==> config.mk <==
export PLATFORM = sky130hd
export DESIGN_NAME = riscv_reg_file_flat
export DESIGN_NICKNAME = d
export VERILOG_FILES = /design/src/rtl/riscv_reg_file_if.sv /design/src/rtl/riscv_reg_file.sv /design/src/flat_wrapper.sv
export SDC_FILE = /design/constraint.sdc
export NUM_CORES = 2
export LEC_CHECK = 0
export CAP_MARGIN = 20
export CORE_MARGIN = 3
export CORE_UTILIZATION = 35
export CTS_CLUSTER_DIAMETER = 200
export DETAILED_ROUTE_END_ITERATION = 16
export PLACE_DENSITY_LB_ADDON = 0.15
export SYNTH_ARGS = -nofsm -noshare
export SYNTH_HDL_FRONTEND = slang
export SYNTH_SLANG_ARGS = --single-unit
==> constraint.sdc <==
create_clock -name CLK -period 6.2 [get_ports CLK]
set_input_delay 1.24 -clock CLK [delete_from_list [all_inputs] [get_ports CLK]]
set_output_delay 1.24 -clock CLK [all_outputs]
set_load 0.03 [all_outputs]
==> src/rtl/riscv_reg_file_if.sv <==
// Register-file access bus: decode supplies read addresses, writeback supplies
// the write port, and the file returns both operands combinationally.
`timescale 1ns/1ps
interface riscv_reg_file_if #(
    parameter int DATA_W = 32,
    parameter int ADDR_W = 5
);
    logic [ADDR_W-1:0] ADD_A;
    logic [ADDR_W-1:0] ADD_B;
    logic [ADDR_W-1:0] ADD_D;
    logic [DATA_W-1:0] REG_D;
    logic              WE;
    logic [DATA_W-1:0] REG_A;
    logic [DATA_W-1:0] REG_B;

    modport master (
        output ADD_A, ADD_B, ADD_D, REG_D, WE,
        input  REG_A, REG_B
    );

    modport slave (
        input  ADD_A, ADD_B, ADD_D, REG_D, WE,
        output REG_A, REG_B
    );
endinterface

==> src/rtl/riscv_reg_file.sv <==
// 32-entry RISC-V integer register file: two combinational read ports, one
// synchronous write port, x0 hardwired to zero, optional write-to-read bypass.
`timescale 1ns/1ps
module riscv_reg_file #(
    parameter int DATA_W = 32,
    parameter int ADDR_W = 5,
    parameter bit BYPASS = 1'b1
) (
    input  logic              CLK,
    input  logic              RST_N,
    riscv_reg_file_if.slave   bus
);
    localparam int DEPTH = 2 ** ADDR_W;

    logic [DATA_W-1:0] regs_r [DEPTH];
    logic [DATA_W-1:0] rd_a_s;
    logic [DATA_W-1:0] rd_b_s;
    logic              wr_en_s;

    // Entry 0 is never written, so it stays at its reset value of zero.
    assign wr_en_s = bus.WE && (bus.ADD_D != {ADDR_W{1'b0}});

    // Register storage with asynchronous clear.
    always_ff @(posedge CLK or negedge RST_N) begin
        if (!RST_N) begin
            for (int i = 0; i < DEPTH; i++) begin
                regs_r[i] <= {DATA_W{1'b0}};
            end
        end else if (wr_en_s) begin
            regs_r[bus.ADD_D] <= bus.REG_D;
        end else begin
            regs_r[bus.ADD_D] <= regs_r[bus.ADD_D];
        end
    end

    // Port A read: reset and x0 dominate the bypass path.
    always_comb begin
        rd_a_s = {DATA_W{1'b0}};
        if (!RST_N || (bus.ADD_A == {ADDR_W{1'b0}})) begin
            rd_a_s = {DATA_W{1'b0}};
        end else if (BYPASS && wr_en_s && (bus.ADD_A == bus.ADD_D)) begin
            rd_a_s = bus.REG_D;
        end else begin
            rd_a_s = regs_r[bus.ADD_A];
        end
    end

    // Port B read: same rules as port A.
    always_comb begin
        rd_b_s = {DATA_W{1'b0}};
        if (!RST_N || (bus.ADD_B == {ADDR_W{1'b0}})) begin
            rd_b_s = {DATA_W{1'b0}};
        end else if (BYPASS && wr_en_s && (bus.ADD_B == bus.ADD_D)) begin
            rd_b_s = bus.REG_D;
        end else begin
            rd_b_s = regs_r[bus.ADD_B];
        end
    end

    assign bus.REG_A = rd_a_s;
    assign bus.REG_B = rd_b_s;
endmodule

==> src/flat_wrapper.sv <==
// flat-port wrapper written by rule: the top's interface ports become plain ports
module riscv_reg_file_flat 
#(
    parameter int DATA_W = 32,
    parameter int ADDR_W = 5,
    parameter bit BYPASS = 1'b1
)
  (CLK, RST_N, bus_ADD_A, bus_ADD_B, bus_ADD_D, bus_REG_D, bus_WE, bus_REG_A, bus_REG_B);
  riscv_reg_file_if #(.DATA_W(DATA_W), .ADDR_W(ADDR_W)) bus_i ();
  input  logic CLK;
  input  logic RST_N;
  input wire logic [$bits(bus_i.ADD_A)-1:0] bus_ADD_A;
  input wire logic [$bits(bus_i.ADD_B)-1:0] bus_ADD_B;
  input wire logic [$bits(bus_i.ADD_D)-1:0] bus_ADD_D;
  input wire logic [$bits(bus_i.REG_D)-1:0] bus_REG_D;
  input wire logic [$bits(bus_i.WE)-1:0] bus_WE;
  output wire logic [$bits(bus_i.REG_A)-1:0] bus_REG_A;
  output wire logic [$bits(bus_i.REG_B)-1:0] bus_REG_B;
  assign bus_i.ADD_A = bus_ADD_A;
  assign bus_i.ADD_B = bus_ADD_B;
  assign bus_i.ADD_D = bus_ADD_D;
  assign bus_i.REG_D = bus_REG_D;
  assign bus_i.WE = bus_WE;
  assign bus_REG_A = bus_i.REG_A;
  assign bus_REG_B = bus_i.REG_B;
  riscv_reg_file #(.DATA_W(DATA_W), .ADDR_W(ADDR_W), .BYPASS(BYPASS)) u_core (.CLK(CLK), .RST_N(RST_N), .bus(bus_i));
endmodule
==> results of run 1 <==
==> synthesized netlist by cell type (all sizes together), types with 2 or more instances <==
master / n / area [sq um]
nand4b: 4 / 35.0
a221oi: 129 / 1130
nand4: 33 / 206
a31oi: 2 / 12.5
nor2: 80 / 300
o21ai: 1083 / 5530
nor2b: 73 / 457
nor3: 12 / 65.1
buf: 182 / 921
mux2: 7 / 78.8
or4b: 3 / 30.0
dfrtp: 1024 / 25600
nand4bb: 3 / 33.8
a22o: 4 / 35.0
nor4: 18 / 113
a2111oi: 2 / 23.8
or4bb: 2 / 22.5
clkbuf: 471 / 1770
inv: 4 / 15.0
nand2: 1178 / 4420
and2: 3 / 18.8
xnor2: 10 / 87.6
mux4: 495 / 11100
a211oi: 65 / 488
mux2i: 603 / 6040
a22oi: 226 / 1700
o31ai: 2 / 15.0
a21oi: 69 / 345
nand3: 36 / 180
o22ai: 87 / 558
==> kinds of logic after synthesis <==
kind of cell	share of synthesized area [%]
xor+xnor	0.142
buf+inv	4.40
flops	41.6
compound gates	16.1
simple gates	9.69
mux	28.1
==> through the flow <==
step / utilization, % / worst slack, ps / cell area, sq um
after floorplan: - / 1610 / 61500
after global placement: 38.1 / 320 / 66500
after detailed placement: 38.2 / 331 / 66600
after CTS: 40.6 / 329 / 70800
after global routing: 40.6 / 306 / 70900
==> routing by layer <==
layer and track usage, %:
met1 39.8, met2 44.4, met3 4.08, met4 14.2
met5 0
==> run metrics, run 1 <==
status stopped before the end; Stop stage detailed routing; Run Error Error: net702 6 pin not visited #guides = 636; Synth Register Bits 1024; Syn Area/Cell 10.4 sq um; initial antenna violation count 2; first-pass GRT wire length 378 mm; routability-driven placement congestion ratio 0.848; Core Rows 153; TritonCTS Buffers 117; gr ovfl total 0; Ys Warns 0; die height 425 um; num ports 114; placed wire-length estimate 161 mm; Async S/R FF share, synth 100%; Post-synth EDFFs 0; Net Count, Synth 5975; Gates resized, CTS repair 0; post-synthesis cell area 61500 sq um; clk buf depth 3; setup bufs post-CTS 0; Cell variety after synth 56; sequential fraction of the synthesis area 41.6%; # port buffers 113; global-route usage over all layers 28.8%; H-Tree Depth 3; Primary FF master, synth dfrtp_1; Sink Count 1024; dpl cells 7957; largest net degree at the start of global routing 166; initial core utilization 35.3%; Clock Tree Root clkbuf_16; Hold Buf Count CTS 0; vias in the first global route 49400; Post-Synthesis Cells 5925; die width 425 um
==> inputs of run 2 (changes only) <==
Settings changed: CORE_UTILIZATION 35 to 20, CTS_CLUSTER_DIAMETER 200 to unset.
==> run 2 against run 1 <==
The run now ends clean. Global-route usage fell by 9.7 points. Synthesized area did not move. Synthesized cell count did not move.
==> run metrics, run 2 <==
skew final 21.7 ps; via/cell ratio 4.97; crit path launch type primary input; worst hold slack 329 ps; remaining antenna violation count 0; initial core utilization 20.1% (-15 points); Tmin final 5690 ps; Primary FF master, synth dfrtp_1; initial antenna violation count 6 (+4); status finished, final reports clean; Tot Pwr 25.0 mW; Clock Tree Root clkbuf_16; Crit Path Max Fanout 32; Largest delay share family, worst path buffers and inverters; Final Cycle Share 91.7%; sw power 8.48 mW; Ys Warns 0 (unchanged); critical setup path kind primary input to output pin; Non-Filler Instances 10000; R2R cell count 7; # DRC 0; Largest regs u_core.regs_r (1024); most frequent cells in the layout nand2_1 (1152), dfrtp_1 (1024), o21ai_0 (1021); power share of the combinational group 26.2%; R2R Setup Slk 3120 ps; num ports 114 (unchanged); Post-Synthesis Cells 5925 (unchanged); routed len/inst 30.7 um; fin area 73900 sq um; setup bufs post-CTS 0 (unchanged); most common cell after layout, fill and taps aside nand2_1; final hold violation count 0; Max-Slew Margin vs Limit 20.0%; CP max stage delay 610 ps; Lkg Pwr 30.7 nW; RSZ-0062 raised after global routing false; Async S/R FF share, synth 100% (unchanged); worst slew pin tran 1190 ps; Cell variety after synth 56 (unchanged); CTS tree yes; placed wire-length estimate 195 mm (+21%); vias in the first global route 49700 (+0.58%); Gates resized, CTS repair 0 (unchanged); worst min path class primary input to async pin; r2r startpoint u_core.regs_r[772]; # port buffers 113 (unchanged); Clock Pin Slew Worst Setup and Hold Paths 70 ps; Final WS setup 512 ps; Worst Path Buf+Inv 4; layout cells sized above 1 20.1%; die height 561 um (+32%); TritonCTS Buffers 138 (+18%); Post-synth EDFFs 0 (unchanged); Seq pwr share 39.5%; largest cells by area after synthesis dfrtp_1 (42%), mux4_2 (18%), mux2i_1 (9.8%); sw frac 33.9%; routability-driven placement congestion ratio 0.837 (-1.4%); termination of the worst setup path bus_REG_A[13]; CP arrival 4450 ps; sequential fraction of the synthesis area 41.6% (unchanged); max reg flops 1024; core area 306000 sq um; Core Rows 203 (+33%); largest reg by FF count u_core.regs_r; Max Cap Viol 0; Net Count, Synth 5975 (unchanged); synth cell count leaders nand2_1 (1178), o21ai_0 (1049), dfrtp_1 (1024); largest net degree at the start of global routing 146 (-12%); Post-Route Utilization 24.1%; WL final 307 mm; global-route usage over all layers 19.1% (-9.7 points); critical path, cell by cell buf_8 -> buf_4 -> buf_4 -> mux4_2 -> nor2b_1 -> a211oi_1 -> a21oi_1 -> a22oi_1 -> nand2_1 -> buf_12; Most common cell on crit path buf_4; die area 314000 sq um; synthesis-to-layout area growth 20.1%; H-Tree Depth 4 (+1); VDD IR max 0.177 mV; clk buf depth 4 (+1); Critical-path top delay cell buf_4; 1st-pass router iterations 5; dpl cells 9765 (+23%); Synth Register Bits 1024 (unchanged); Yosys top cell by area dfrtp_1; via count 49700; clock latency on the worst-skew pair 800 ps; nets 5856; die width 561 um (+32%); count of pins over their slew limit 0; area share of the largest cell type after synthesis 41.6% (unchanged); Critical Path Stages 10; Worst Setup SP bus_ADD_A[1]; Final TNS setup 0 ps; CP required 4960 ps; Hold Buf Count CTS 0 (unchanged); clock share of power 34.3%; critical path capture point type output pin; top-count cell post-synth nand2_1; post-synthesis cell area 61500 sq um (unchanged); first-pass GRT wire length 427 mm (+13%); Placed Area 69200 sq um (+3.8%); final setup fails 0; Syn Area/Cell 10.4 sq um (unchanged); r2r endpoint u_core.regs_r[388]; Sink Count 1024 (unchanged); PwrDens 338 nW/um^2; Fmax achieved 176 MHz; initial DRC count 4503; Int Pwr 16.5 mW; pre-CTS setup slack 440 ps (+109 ps); gr ovfl total 0 (unchanged)
## run 2: power by group through the flow
stage / clock network (mW) / logic [mW] / registers, mW
2_1_floorplan: 0 / 4.32 / 9.38
6_report: 8.57 / 6.56 / 9.87
3_5_place_dp: 0 / 6.60 / 9.93
3_3_place_gp: 0 / 6.48 / 9.86
5_1_grt: 9.01 / 7.16 / 10.1
4_1_cts: 8.78 / 6.61 / 9.82
## run 2: routing by layer
layer	GRT usage, %	share of wire (%)	wire [um]
met4	6.32	3.6	11000
met2	31.7	48	147000
met5	0	0.0042	13
met1	25.6	44	135000
met3	2.45	4.5	14000
## run 2: area by class of cell
class                      count  area, sq um
inverter                       4         15.0
multi-input combinational   4244        33700
sequential                  1024        25600
timing repair buffer         394         4710
fill                       32500       232000
tap                         4100         5130
clock buffer                 190         4010
antenna                        5         12.5
clock inverter                45          686
## run 2: kinds of logic after synthesis
logic type / share of synthesized area, %
compound gates: 16.1
simple gates: 9.69
mux: 28.1
flops: 41.6
buf+inv: 4.40
xor+xnor: 0.142
## run 2: worst min-delay path by stage
stage,from,endpoint,slack [ps]
after global routing,RST_N,u_core.regs_r[991],310
after global placement,u_core.regs_r[1021],u_core.regs_r[1021],400
after CTS,RST_N,u_core.regs_r[35],280
after floorplan,u_core.regs_r[1001],u_core.regs_r[1001],470
after detailed placement,u_core.regs_r[1002],u_core.regs_r[1002],410
final,RST_N,u_core.regs_r[835],330
Power figures use the tool's default switching activity.
